[config.mk]
export PLATFORM = sky130hd
export DESIGN_NAME = prio_enc_stream
export DESIGN_NICKNAME = d
export VERILOG_FILES = /design/src/rtl/prio_enc_pkg.sv /design/src/rtl/prio_enc_ffs.sv /design/src/rtl/prio_enc_stream.sv
export SDC_FILE = /design/constraint.sdc
export NUM_CORES = 1
export LEC_CHECK = 0
export BUFFER_PORTS_ARGS = -buffer_cell sky130_fd_sc_hd__buf_2
export CELL_PAD_IN_SITES_DETAIL_PLACEMENT = 2
export CELL_PAD_IN_SITES_GLOBAL_PLACEMENT = 2
export CORE_MARGIN = 2
export CORE_UTILIZATION = 33
export CTS_BUF_LIST = sky130_fd_sc_hd__clkbuf_16
export DETAILED_ROUTE_END_ITERATION = 10
export PLACE_DENSITY_LB_ADDON = 0.1
export SETUP_SLACK_MARGIN = 0.5
export SYNTH_ARGS = -nofsm -noshare
export SYNTH_HDL_FRONTEND = slang
export SYNTH_SLANG_ARGS = --single-unit
[constraint.sdc]
create_clock -name clock -period 3.68 [get_ports clock]
set_input_delay 0.736 -clock clock [delete_from_list [all_inputs] [get_ports clock]]
set_output_delay 0.736 -clock clock [all_outputs]
set_load 0.03 [all_outputs]
[src/rtl/prio_enc_pkg.sv]
// Shared types and constants for the prio_enc_stream slice.
package prio_enc_pkg;

  typedef enum logic {
    IDLE,
    EMIT
  } state_t;

  localparam int MODE_SCAN = 0;
  localparam int MODE_PRIO = 1;

  localparam bit DIR_LSB = 1'b0;
  localparam bit DIR_MSB = 1'b1;

  // Index width for an n-bit vector; never narrower than one bit.
  function automatic int index_width(input int n);
    return (n <= 2) ? 1 : $clog2(n);
  endfunction

endpackage

[src/rtl/prio_enc_ffs.sv]
// Combinational find-first-set: lowest (DIR_LSB) or highest (DIR_MSB) set bit.
module prio_enc_ffs
  import prio_enc_pkg::*;
#(
  parameter int IN_W      = 16,
  parameter int OUT_W     = index_width(IN_W),
  parameter bit MSB_FIRST = DIR_LSB
) (
  input  logic [IN_W-1:0]  vec,
  output logic [OUT_W-1:0] index,
  output logic             found
);

  // Ascending scan: LSB order keeps the first hit, MSB order keeps the last.
  always_comb begin
    index = '0;
    found = 1'b0;
    for (int unsigned i = 0; i < IN_W; i++) begin
      if (vec[i] && (MSB_FIRST || !found)) begin
        index = OUT_W'(i);
        found = 1'b1;
      end
    end
  end

endmodule

[src/rtl/prio_enc_stream.sv]
// Streaming priority encoder: captures a request vector and emits the index
// of each set bit LSB first (MODE_SCAN) or only the highest one (MODE_PRIO).
// Optional out_remaining popcount port: define PRIO_ENC_COUNT_EN.
module prio_enc_stream
  import prio_enc_pkg::*;
#(
  parameter int IN_W  = 16,
  parameter int OUT_W = index_width(IN_W),
  parameter int MODE  = MODE_SCAN
) (
  input  logic             clock,
  input  logic             reset,
  input  logic             enable,
  input  logic             in_valid,
  output logic             in_ready,
  input  logic [IN_W-1:0]  in_data,
  output logic             out_valid,
  input  logic             out_ready,
  output logic [OUT_W-1:0] out_index,
  output logic             out_last,
  output logic             out_none
`ifdef PRIO_ENC_COUNT_EN
  ,
  output logic [OUT_W:0]   out_remaining
`endif
);

  state_t            state, state_next;
  logic [IN_W-1:0]   remaining, remaining_next;
  logic              none_flag, none_next;
  logic [OUT_W-1:0]  scan_index, top_index;
  logic              scan_found, top_found;
  logic [IN_W-1:0]   rem_low_cleared;
  logic [IN_W-1:0]   top_onehot;
  logic              accept, advance;

  prio_enc_ffs #(
    .IN_W      (IN_W),
    .OUT_W     (OUT_W),
    .MSB_FIRST (DIR_LSB)
  ) u_scan (
    .vec   (remaining),
    .index (scan_index),
    .found (scan_found)
  );

  prio_enc_ffs #(
    .IN_W      (IN_W),
    .OUT_W     (OUT_W),
    .MSB_FIRST (DIR_MSB)
  ) u_top (
    .vec   (in_data),
    .index (top_index),
    .found (top_found)
  );

  assign rem_low_cleared = remaining & (remaining - IN_W'(1));
  assign top_onehot      = IN_W'(1) << top_index;

  assign in_ready  = (state == IDLE) && enable && !reset;
  assign out_valid = (state == EMIT);
  // remaining is all-zero in IDLE and on a none beat, so the scan reads 0 there.
  assign out_index = scan_index;
  assign out_last  = out_valid && (none_flag || (scan_found && (rem_low_cleared == '0)));
  assign out_none  = out_valid && none_flag;

  assign accept  = in_valid && in_ready;
  assign advance = out_valid && out_ready && enable;

`ifdef PRIO_ENC_COUNT_EN
  assign out_remaining = (OUT_W+1)'($countones(remaining));
`endif

  // Next-state: capture in IDLE, retire one set bit per accepted beat in EMIT.
  always_comb begin
    state_next     = state;
    remaining_next = remaining;
    none_next      = none_flag;
    case (state)
      IDLE: begin
        if (accept) begin
          state_next = EMIT;
          none_next  = !top_found;
          if (MODE == MODE_PRIO) begin
            remaining_next = top_found ? top_onehot : '0;
          end else begin
            remaining_next = in_data;
          end
        end
      end
      EMIT: begin
        if (advance) begin
          remaining_next = rem_low_cleared;
          if (out_last) begin
            state_next = IDLE;
            none_next  = 1'b0;
          end
        end
      end
      default: state_next = IDLE;
    endcase
  end

  // State and data registers with asynchronous reset.
  always_ff @(posedge clock or posedge reset) begin
    if (reset) begin
      state     <= IDLE;
      remaining <= '0;
      none_flag <= 1'b0;
    end else begin
      state     <= state_next;
      remaining <= remaining_next;
      none_flag <= none_next;
    end
  end

endmodule
== Word-level counts from Yosys, hierarchy flattened ==
Cells that the tools add are included.
Widths: inputs -> output; s select.

* Register bits: 18
* Input bits: 21
* Output and inout bits: 8
* Word-level logic and storage cells: 111

* $add $sub $neg: 1
* Eq/ne operators: 3
* Muxes and demuxes: 58
* Bitwise gates (word level): 2
* Reductions and logical operators: 44

{| class="wikitable"
|+ Operators with widths
! cell !! number
|-
| $mux 4 || 14
|-
| $mux 1 || 39
|-
| $mux 16 || 2
|-
| $pmux 16 s2 || 1
|-
| $logic_and 1x1->1 || 23
|-
| $logic_not 1->1 || 17
|-
| $and 16x16->16 || 1
|-
| $logic_not 16->1 || 1
|-
| $sub 16x1->16 const B || 1
|-
| $ne 2x2->1 const B || 2
|-
| $pmux 1 s2 || 2
|-
| $reduce_and 3->1 || 1
|-
| $ne 2x1->1 const B || 1
|-
| $reduce_and 2->1 || 1
|-
| $logic_or 1x1->1 || 1
|-
| $not 1->1 || 1
|}

== Logic depth before layout (Yosys ltp) ==
* Word-level depth: 52
* Gate-level depth with buffers: 7
* Depth with buffers taken out: 5

== By module ==
A second synthesis with hierarchy kept.

* Cells, all modules: 177
* Area total of the unflattened synthesis: 1415.1 µm²

{| class="wikitable"
|+ Modules (own cells, without submodules)
! module !! instances !! cells an instance !! area an instance (µm²) !! seq. area each (µm²)
|-
| prio_enc_stream || 1 || 118 || 1069.8 || 450.4
|-
| prio_enc_ffs (u_scan) || 1 || 30 || 183.9 || 0.0
|-
| prio_enc_ffs (u_top) || 1 || 29 || 161.4 || 0.0
|}

== Worst setup path after synthesis ==
OpenSTA, ideal clock, no wires.

* Kind: register -> output
* Start: register remaining[2]
* End: output out_last
* Arrival time: 2111 ps
* Required time: 2944 ps
* Setup slack: 833 ps
* Stages on the path, launching flop included: 8
* Buffers on the path: 2
* Path through: dfrtp_1 buf_6 or4_1 buf_6 or3_4 o22ai_1 and4bb_1 a21o_1

* Word-level cells in the longest chain between the ends: 44
* Elaborated cells between the ends (all ways): 47
* Those cells by class: add/sub (1); mux (14); bitwise (1); reduce/logical (31)

{| class="wikitable"
|+ Ends and longest elaborated chain
! what !! RTL line !! source
|-
| start, declared || prio_enc_stream.sv:29 || <nowiki>logic [IN_W-1:0] remaining, remaining_next;</nowiki>
|-
| start signal, assigned || prio_enc_stream.sv:112 || <nowiki>remaining <= remaining_next;</nowiki>
|-
| $logic_and 1x1->1 || prio_enc_ffs.sv:19 || <nowiki>if (vec[i] && (MSB_FIRST || !found)) begin</nowiki>
|-
| $mux 1 || prio_enc_ffs.sv:19 ||
|-
| $logic_not 1->1 || prio_enc_ffs.sv:19 ||
|-
| $logic_and 1x1->1 || prio_enc_ffs.sv:19 ||
|-
| $mux 1 || prio_enc_ffs.sv:19 ||
|-
| $logic_not 1->1 || prio_enc_ffs.sv:19 ||
|-
| $logic_and 1x1->1 || prio_enc_ffs.sv:19 ||
|-
| $mux 1 || prio_enc_ffs.sv:19 ||
|-
| (+28 left out) || n/a ||
|-
| $logic_and 1x1->1 || prio_enc_ffs.sv:19 ||
|-
| $mux 1 || prio_enc_ffs.sv:19 ||
|-
| $logic_not 1->1 || prio_enc_ffs.sv:19 ||
|-
| $logic_and 1x1->1 || prio_enc_ffs.sv:19 ||
|-
| $mux 1 || prio_enc_ffs.sv:19 ||
|-
| $logic_and 1x1->1 (*) || prio_enc_stream.sv:64 || <nowiki>assign out_last = out_valid && (none_flag || (scan_found && (rem_low_cleared == '0)));</nowiki>
|-
| $logic_or 1x1->1 (*) || prio_enc_stream.sv:64 ||
|-
| $logic_and 1x1->1 (*) || prio_enc_stream.sv:64 ||
|-
| end, declared || prio_enc_stream.sv:20 || <nowiki>output logic out_last,</nowiki>
|}

Mark *: on every way between the ends. The rest lies on a longest branch, timed or not.

== Worst setup path in the final report ==
* Start: register remaining[6]
* End: output out_last

* Word-level cells in the longest chain between the ends: 32
* Elaborated cells between the ends (all ways): 35
* Those cells by class: add/sub (1); mux (10); bitwise (1); reduce/logical (23)

{| class="wikitable"
|+ Ends and longest elaborated chain
! what !! RTL line
|-
| $logic_and 1x1->1 || prio_enc_ffs.sv:19
|-
| $mux 1 || prio_enc_ffs.sv:19
|-
| $logic_not 1->1 || prio_enc_ffs.sv:19
|-
| $logic_and 1x1->1 || prio_enc_ffs.sv:19
|-
| $mux 1 || prio_enc_ffs.sv:19
|-
| $logic_not 1->1 || prio_enc_ffs.sv:19
|-
| $logic_and 1x1->1 || prio_enc_ffs.sv:19
|-
| $mux 1 || prio_enc_ffs.sv:19
|-
| (+16 left out) || n/a
|-
| $logic_and 1x1->1 || prio_enc_ffs.sv:19
|-
| $mux 1 || prio_enc_ffs.sv:19
|-
| $logic_not 1->1 || prio_enc_ffs.sv:19
|-
| $logic_and 1x1->1 || prio_enc_ffs.sv:19
|-
| $mux 1 || prio_enc_ffs.sv:19
|-
| $logic_and 1x1->1 (*) || prio_enc_stream.sv:64
|-
| $logic_or 1x1->1 (*) || prio_enc_stream.sv:64
|-
| $logic_and 1x1->1 (*) || prio_enc_stream.sv:64
|}

Marks and branches as above.

==> out/qor.yml <==
synth_top_area_share_pct: 35.82
synth_warnings: 0
synth_flop_cell: "dfrtp_1"
ys_seq_area_share_pct: 35.82
worst_pin_slew_ps: 854.6
synth.avg_cell_area_um2: 8.273
cts_buffers: 3
core.rowCount: 22
async_flop_share_pct: 100.0
hp-class: "flip-flop to flip-flop"
finalHoldViolCount: 0
die_y_um: 65.73
viasPerCell: 5.725
syn_inst: 152
cts.sinks: 18
nets: 208
holdPathEnd: "none_flag"
grt_pass1_wl_um: 7410
r2r-end: "remaining[10]"
die_w_um: 65.73
worstPathCellList: "or4_4 > or3_4 > o22ai_2 > and4bb_1 > a21o_1 > buf_4"
antenna_cells: 0
worstSetupPathType: "flip-flop to output port"
multi_input_area_um2: 755.7
grt_overflow: 0
cellLeakagePower_nw: 0.7632
rsz0062_at_grt: "no"
setup_violations: 0
finalCritPeriodShare_pct: 84.31
final-max-slew-violation-count: 0
p_comb_share_pct: 64.1
period_needed_ps: 3103
drv_cap: 0
syn-cell-area_mm2: 0.001257
cts-root-buf: "clkbuf_16"
avgRoutedWirePerCell_um: 20.05
htree_levels: 1
peakVddDrop_v: 0.0005611
yosysTopAreaCell: "dfrtp_1"
core-area_mm2: 0.003661
clk_pin_slew_ps: 50
fillers: 420
p_seq_share_pct: 23.6
yosysUniqueCellTypes: 37
start_util_pct: 34.35
swShare_pct: 50.03
first_iter_violations: 58
synth_area_leaders: "dfrtp_1, a22o_1, nand2_1"
arrival_ps: 2370
crit_buf_inv: 1
r2r_setup_slack_ps: 1300
worstSkewPairLatency_ps: 250
grtUsageTotal_pct: 23.23
relSlewSlack_pct: 42.76
fin_ws_ps: 577.3
dieArea_mm2: 0.004320
io_buffers: 28
status: "finished clean"
place_ws_ps: 611.7
synthTopCellsByCount: "dfrtp_1, nand2_1, nor2_1, o21ai_0, a22o_1"
switching_power_w: 0.0008941
drcViolationCount: 0
reg2reg_depth: 7
critPathMaxFanout: 6
io_pins: 29
dp_hpwl_um: 3316
power_frac_clock_pct: 12.3
antenna_found_initial: 0
cts_tree: "yes"
synth_seq_cells: 18
min-delay-start: "none_flag"
routed_wl_um: 4672
grt_pass1_vias: 1448
max_freq_mhz: 322.3
ant_nets: 0
power_w: 0.001787
reg2reg_from: "out_valid"
grt_max_degree: 21
drive_gt1_share_pct: 33.51
path_delay_family: "simple AND/OR/NAND/NOR gates"
powerDensity_mw_per_mm2: 1123
synth_edf_count: 0
setup.worst_path.end_class: "output port"
startpoint_type: "flip-flop"
hold_depth: 1
fin_tns_setup_ps: 0
p_int_w: 0.0008929
vias: 1334
crit_required_ps: 2940
synthesis.nets: 173
cts_buffer_depth: 2
layout.area.seq_um2: 456.7
cp_slowest_cell: "or4_4"
gp_congestion: 0.8267
area_growth_pct: 26.57
skew_ps: 1.398
max_stage_delay_ps: 570
first_pass_iters: 4
-- what timing repair did --
item                       4_1_cts  5_1_grt
resized for setup                4        5
hold buffers                     0        0
pin swaps                        1        3
setup endpoints to repair        1        4
buffers inserted                 1        6
-- kinds of logic after synthesis --
kind of cell	share of synthesized area (%)
buffers and inverters	5.374
AND/OR/NAND/NOR	28.75
flip-flops	35.82
adder cells (fa/ha/maj)	0.7961
AO/OA/AOI/OAI	28.46
multiplexers	0.7961
-- worst reg2reg max path, cell delays in order (launching register included) --
cell	delay (ps)
dfrtp_1	600
nor3b_1	120
and2_1	180
buf_4	210
a31oi_1	660
buf_4	310
a21o_2	120
a22o_1	120
-- layout by cell type, fill, tap and decap left out, types with 5 or more instances in the layout --
cell type   n
a21o_1      5
inv_1       5
a22o_1      9
dfrtp_2     5
nor4_1      6
buf_2      27
nand2_1    18
buf_4      12
nor2_1     15
o21ai_0    11
dfrtp_1    13
a21oi_1     8
-- state kept, by name, summed over array words and instances, names as in the netlist --
register,flops
out_valid,1
none_flag,1
remaining,16
-- worst max-delay path by stage --
stage | start | end | slack, ps | cells past startpoint
global placement | remaining[0] | out_last | 680 | 6
floorplan | remaining[2] | out_last | 830 | 7
global route | remaining[0] | out_index[1] | 490 | 7
CTS | remaining[1] | out_last | 510 | 6
finish | remaining[6] | out_last | 580 | 6
detailed placement | remaining[0] | out_last | 610 | 6
-- stage by stage --
stage	std cells	area [um2]	hold WS (ps)	util, %
4_1_cts	227	1530	557.7	41.80
6_report	233	1592	546.9	43.47
2_1_floorplan	152	1257	489.0	-
5_1_grt	233	1592	582.1	43.47
3_5_place_dp	223	1439	545.1	39.30
3_3_place_gp	223	1439	523.0	39.30
-- power groups by stage --
| stage | sequential (W) | combinational, W | clock, W |
|---|---|---|---|
| floorplan | 0.000348 | 0.000831 | 0 |
| global placement | 0.000402 | 0.00105 | 0 |
| detailed placement | 0.000414 | 0.00105 | 0 |
| CTS | 0.000417 | 0.00109 | 0.000224 |
| global route | 0.000438 | 0.00125 | 0.000233 |
| finish | 0.000421 | 0.00115 | 0.000220 |
-- per-layer routing --
layer,global-route usage (%),vias up,share of wire [%]
met5,0,-,0
met3,2.568,5,2.6
met1,30.32,674,46
met4,5.469,0,0.86
met2,40.78,22,50
li1,-,633,-
-- cell type report --
class,instances,area share (%)
timing repair buffer,39,14.15
inverter,5,1.179
tap,48,3.774
clock buffer,3,4.717
multi-input combinational,120,47.48
sequential,18,28.69
No activity file was read; power rests on OpenSTA's default activity.
